$ cat config.mk
export PLATFORM = sky130hd
export DESIGN_NAME = mem_port_arbiter
export DESIGN_NICKNAME = d
export VERILOG_FILES = /design/src/rtl/mem_port_arbiter.sv
export SDC_FILE = /design/constraint.sdc
export NUM_CORES = 1
export LEC_CHECK = 0
export ABC_AREA = 1
export CAP_MARGIN = 40
export CORE_UTILIZATION = 35
export CTS_BUF_LIST = sky130_fd_sc_hd__clkbuf_4 sky130_fd_sc_hd__clkbuf_8
export CTS_CLUSTER_SIZE = 28
export DETAILED_ROUTE_END_ITERATION = 6
export PLACE_DENSITY = 0.75
export SLEW_MARGIN = 30
export SYNTH_ARGS = -nofsm -noshare
export SYNTH_HDL_FRONTEND = slang
export SYNTH_SLANG_ARGS = --single-unit
$ cat constraint.sdc
create_clock -name clk -period 2.2 [get_ports clk]
set_input_delay 0.22 -clock clk [delete_from_list [all_inputs] [get_ports clk]]
set_output_delay 0.22 -clock clk [all_outputs]
set_load 0.01 [all_outputs]
$ cat src/rtl/mem_port_arbiter.sv
// mem_port_arbiter
//   Shares one single-port synchronous 16-bit memory between the instruction-fetch
//   (IF) port and the data-memory (DM) port. One transaction is in flight at a time,
//   sequenced IDLE -> ISSUE -> WAIT (MEM_LAT cycles) -> RESP, with RESP able to
//   re-arbitrate straight into ISSUE for back-to-back service.
//
//   Optional feature macro: ARB_ROUND_ROBIN_EN
//     undefined : DM has priority; IF is forced through after STARVE_MAX
//                 consecutive contended DM wins.
//     defined   : strict IF/DM alternation under contention via a last-grant pointer.
//
//   All outputs are registered and cleared asynchronously by rst (active low).
module mem_port_arbiter #(
   parameter int MEM_LAT    = 1,   // 1..7, mem_en cycle to valid mem_rdata
   parameter int STARVE_MAX = 4    // 1..15, contended DM wins before IF is forced
) (
   input  logic        clk,
   input  logic        rst,
   // instruction-fetch port (read only)
   input  logic        if_req,
   input  logic [15:0] if_addr,
   output logic        if_gnt,
   output logic        if_rvalid,
   output logic [15:0] if_rdata,
   // data-memory port
   input  logic        dm_req,
   input  logic        dm_we,
   input  logic [15:0] dm_addr,
   input  logic [15:0] dm_wdata,
   output logic        dm_gnt,
   output logic        dm_rvalid,
   output logic [15:0] dm_rdata,
   // memory side
   output logic        mem_en,
   output logic        mem_we,
   output logic [15:0] mem_addr,
   output logic [15:0] mem_wdata,
   input  logic [15:0] mem_rdata,
   output logic        busy
);

   typedef enum logic [1:0] {
      IDLE  = 2'd0,
      ISSUE = 2'd1,
      WAIT  = 2'd2,
      RESP  = 2'd3
   } state_t;

   state_t     state, state_nxt;
   logic [2:0] wait_cnt;     // remaining WAIT cycles after the current one
   logic       cur_dm;       // in-flight transaction belongs to DM
   logic       cur_we;       // in-flight transaction is a write
   logic       arb;          // arbitration happens at this edge
   logic       pick_dm;      // winner if arbitration happens now
   logic       wait_done;    // last WAIT cycle: read data is on mem_rdata

`ifdef ARB_ROUND_ROBIN_EN
   logic       last_if;      // last grant went to IF (reset: DM, so IF wins first contention)
`else
   logic [3:0] starve_cnt;   // consecutive contended DM wins since IF was last granted
`endif

   // Winner selection: a lone requester always wins; contention uses the policy below
   always_comb begin
      pick_dm = 1'b0;
      if (dm_req) begin
         if (!if_req) begin
            pick_dm = 1'b1;
         end else begin
`ifdef ARB_ROUND_ROBIN_EN
            pick_dm = last_if;
`else
            pick_dm = (starve_cnt != 4'(STARVE_MAX));
`endif
         end
      end
   end

   // Next-state logic; requests are only looked at in IDLE and RESP
   always_comb begin
      state_nxt = state;
      arb       = 1'b0;
      wait_done = 1'b0;
      case (state)
         IDLE: begin
            if (if_req || dm_req) begin
               arb       = 1'b1;
               state_nxt = ISSUE;
            end
         end
         ISSUE: begin
            state_nxt = WAIT;
         end
         WAIT: begin
            if (wait_cnt == 3'd0) begin
               wait_done = 1'b1;
               state_nxt = RESP;
            end
         end
         RESP: begin
            if (if_req || dm_req) begin
               arb       = 1'b1;
               state_nxt = ISSUE;
            end else begin
               state_nxt = IDLE;
            end
         end
         default: begin
            state_nxt = IDLE;
         end
      endcase
   end

   // State register
   always_ff @(posedge clk or negedge rst) begin
      if (!rst) state <= IDLE;
      else      state <= state_nxt;
   end

   // WAIT length counter, loaded as ISSUE hands over to WAIT
   always_ff @(posedge clk or negedge rst) begin
      if (!rst) begin
         wait_cnt <= 3'd0;
      end else if (state == ISSUE) begin
         wait_cnt <= 3'(MEM_LAT - 1);
      end else if (state == WAIT && wait_cnt != 3'd0) begin
         wait_cnt <= wait_cnt - 3'd1;
      end
   end

   // Remember who owns the in-flight transaction and whether it is a write
   always_ff @(posedge clk or negedge rst) begin
      if (!rst) begin
         cur_dm <= 1'b0;
         cur_we <= 1'b0;
      end else if (arb) begin
         cur_dm <= pick_dm;
         cur_we <= pick_dm && dm_we;
      end
   end

`ifdef ARB_ROUND_ROBIN_EN
   // Last-grant pointer flips to whoever is granted, on every grant
   always_ff @(posedge clk or negedge rst) begin
      if (!rst)     last_if <= 1'b0;
      else if (arb) last_if <= !pick_dm;
   end
`else
   // Starvation guard: count contended DM wins, clear on any IF grant, saturate
   always_ff @(posedge clk or negedge rst) begin
      if (!rst) begin
         starve_cnt <= 4'd0;
      end else if (arb) begin
         if (!pick_dm)
            starve_cnt <= 4'd0;
         else if (if_req && starve_cnt != 4'(STARVE_MAX))
            starve_cnt <= starve_cnt + 4'd1;
      end
   end
`endif

   // Grant pulse and memory command are launched together for the ISSUE cycle
   always_ff @(posedge clk or negedge rst) begin
      if (!rst) begin
         if_gnt    <= 1'b0;
         dm_gnt    <= 1'b0;
         mem_en    <= 1'b0;
         mem_we    <= 1'b0;
         mem_addr  <= 16'h0000;
         mem_wdata <= 16'h0000;
      end else begin
         if_gnt <= arb && !pick_dm;
         dm_gnt <= arb && pick_dm;
         mem_en <= arb;
         mem_we <= arb && pick_dm && dm_we;
         if (arb)
            mem_addr <= pick_dm ? dm_addr : if_addr;
         if (arb && pick_dm && dm_we)
            mem_wdata <= dm_wdata;
      end
   end

   // Response: capture read data on the last WAIT edge; writes only acknowledge
   always_ff @(posedge clk or negedge rst) begin
      if (!rst) begin
         if_rvalid <= 1'b0;
         dm_rvalid <= 1'b0;
         if_rdata  <= 16'h0000;
         dm_rdata  <= 16'h0000;
      end else begin
         if_rvalid <= wait_done && !cur_dm;
         dm_rvalid <= wait_done && cur_dm;
         if (wait_done && !cur_dm)
            if_rdata <= mem_rdata;
         if (wait_done && cur_dm && !cur_we)
            dm_rdata <= mem_rdata;
      end
   end

   // busy mirrors "not IDLE" for the cycle the state register is in
   always_ff @(posedge clk or negedge rst) begin
      if (!rst) busy <= 1'b0;
      else      busy <= (state_nxt != IDLE);
   end

endmodule

==> results.yml <==
outcome:
  status: "completed"
die:
  fp.coreArea_sq_um: 9860
  die_x_um: 103
  dieHeight_um: 103
  ios: 140
  start_util_pct: 36.3
  die_area_sq_um: 10600
  row_count: 36
sta:
  rsz0062_at_grt: "false"
  worstMarginPinSlew_ps: 513
  fin_crit_ps: 1830
  setup_viol: 0
  layout_setup_ws_ps: 368
  finalSetupTns_ps: 0
  slew_headroom_pct: 65.7
  slew_viol_final: 0
  finClkSkew_ps: 11.6
  max_freq_mhz: 546
  min_period_over_period_pct: 83.3
  hold_viol: 0
yosys:
  yosys_register_bits: 82
  synth-main-ff-cell: "dfrtp_1"
  yosysSeqAreaShare_pct: 57.3
  synth-edff-count: 0
  synth_commonest_cells: "145 x nand2_1, 82 x dfrtp_1, 71 x nand3_1"
  syn-instance-count: 396
  synth_cell_type_count: 25
  yosysWarningCount: 0
  synth_top_cell_by_area: "dfrtp_1"
  synth_area_sq_um: 3580
  yosys-top-cells-area: "dfrtp_1 57%, nand2_1 15%, nand3_1 9.9%"
  yosysMostFrequentCell: "nand2_1"
  ys_async_sr_fraction_pct: 100
  synth_top_area_share_pct: 57.3
  syn_nets: 473
  syn_avg_cell_area_sq_um: 9.05
cells_and_area:
  antenna_cells: 0
  area_growth_pct: 47.1
  drive_above_1_share_pct: 7.58
  nets: 613
  utilization_pct: 53.4
  fillCellCount: 903
hold_path:
  min_path_type: "in -> async"
clock_tree:
  clock_path_buffers: 2
  h-tree-depth: 3
  cts_setup_buffers: 0
  clkLatencyLatePin_ps: 340
  cts_sinks: 82
  clkTransAtPathRegs_ps: 90
  cts-resized-gates: 0
  cts_tree: "done"
  numCtsBuffers: 9
  root_buffer: "clkbuf_8"
drt:
  routed_via_density: 4.88
  post_drt_wl_per_cell_um: 13.9
  ant_nets: 0
  vias: 3289
  drc: 0
  wl_um: 9340
  drtIter0Drc: 116
  drt-pass1-iter-count: 5
global_routing:
  grt_overflow: 0
  grt_use_met2_pct: 30.8
  grt_busiest_layer: "met2"
  use_met1_pct: 22.5
  grt_max_degree: 65
  antenna_found_initial: 0
  grt_pass1_wl_um: 14800
  grtUsageMet3_pct: 4.10
  first_global_vias: 3247
  grt_usage_pct: 18.2
setup_path:
  startpoint_type: "register"
  arrival_ps: 2080
  required_ps: 2440
  crit_type: "reg -> reg"
  endpoint_kind: "register"
  path_max_fanout: 20
place:
  dp_hpwl_um: 6800
  gp_congestion: 0.762
  io_buffer_count: 139
  preCtsSetupSlack_ps: 90.7
pwr:
  worst_ir_drop_vdd_v: 0.000729
  p_leak_nw: 2.56
  p_per_area_nw_per_um2: 1380
run:
  cap_violations: 0
-- metrics by stage --
step / instance area [sq um] / power, mW / cells / hold slack (ps)
6_report: 5270 / 7.30 / 674 / 282
5_1_grt: 5270 / 7.89 / 674 / 319
4_1_cts: 5260 / 7.37 / 673 / 281
3_5_place_dp: 5070 / 6.34 / 656 / 121
3_3_place_gp: 5070 / 6.21 / 656 / 109
2_1_floorplan: 3580 / 4.52 / 396 / -75.6
-- cell families (layout without fill, tap and decap cells) --
group | after synthesis | count (layout) | share of synthesized area (%)
AO/OA/AOI/OAI | 7 | 7 | 0.978
XOR/XNOR | 1 | 1 | 0.244
adder cells (fa/ha/maj) | 8 | 8 | 2.79
buffers and inverters | 44 | 189 | 6.46
flip-flops | 82 | 82 | 57.3
AND/OR/NAND/NOR | 254 | 254 | 32.3
-- flip-flops by register name, indices dropped and copies added (netlist names), 2 cells and up --
signal	cells
state	2
dm_rdata	16
mem_wdata	16
if_rdata	16
wait_cnt	3
starve_cnt	4
mem_addr	16
-- cells in the final DEF, fill, tap and decap left out, types with 6 or more instances in the layout --
master	instances
buf_4	6
clkbuf_8	9
clkdlybuf4s50_1	138
dfrtp_1	82
ha_1	8
inv_1	20
nand2_1	145
nand3_1	71
nand4_1	18
nor2_1	8
-- where the power goes --
part | switching [mW] | leakage [nW] | internal [mW]
Clock | 0.571 | 0.0926 | 0.439
Sequential | 0.403 | 1.01 | 2.22
Combinational | 1.91 | 1.45 | 1.76
Total | 2.88 | 2.56 | 4.42
-- layer usage --
metal	share of wire (%)	wire [um]
met4	2.1	196
met5	0	0
met1	44	4080
met2	48	4470
met3	6.3	592
-- final timing paths --
path | from | to | slack, ps | depth (start not counted)
setup / recovery | state[0]$_DFF_PN0_ | mem_wdata[1]$_DFFE_PN0P_ | 370 | 8
max in group asynchronous | rst | dm_gnt$_DFF_PN0_ | 1300 | 3
min in group clk | dm_wdata[14] | mem_wdata[14]$_DFFE_PN0P_ | 430 | 3
hold / removal | rst | mem_wdata[1]$_DFFE_PN0P_ | 280 | 2
hold reg to reg | mem_wdata[14]$_DFFE_PN0P_ | mem_wdata[14]$_DFFE_PN0P_ | 480 | 2
setup reg to reg | state[0]$_DFF_PN0_ | mem_wdata[1]$_DFFE_PN0P_ | 370 | 8
-- final cells by class --
type	count	area (sq um)	share of cell area, %
Clock inverter	6	50.0	0.949
Timing Repair Buffer	147	1470	27.8
Multi-Input combinational cell	270	1300	24.7
Clock buffer	10	131	2.49
Sequential cell	82	2050	38.9
Tap cell	133	166	3.16
Inverter	26	105	1.99
-- critical path: stages, from the launching register on --
cell and delay (ps):
dfrtp_1 400, inv_1 80, ha_1 310, inv_1 110, nand2_4 200, nor2_8 290, nand2_4 180, nand2_1 100
nand2_1 50
-- timing repair --
action | 4_1_cts | 5_1_grt
hold buffers | 1 | 0
endpoints found under the setup margin | 0 | 0
hold endpoints to repair | 18 | 0
(Power assumes the default switching activity.)
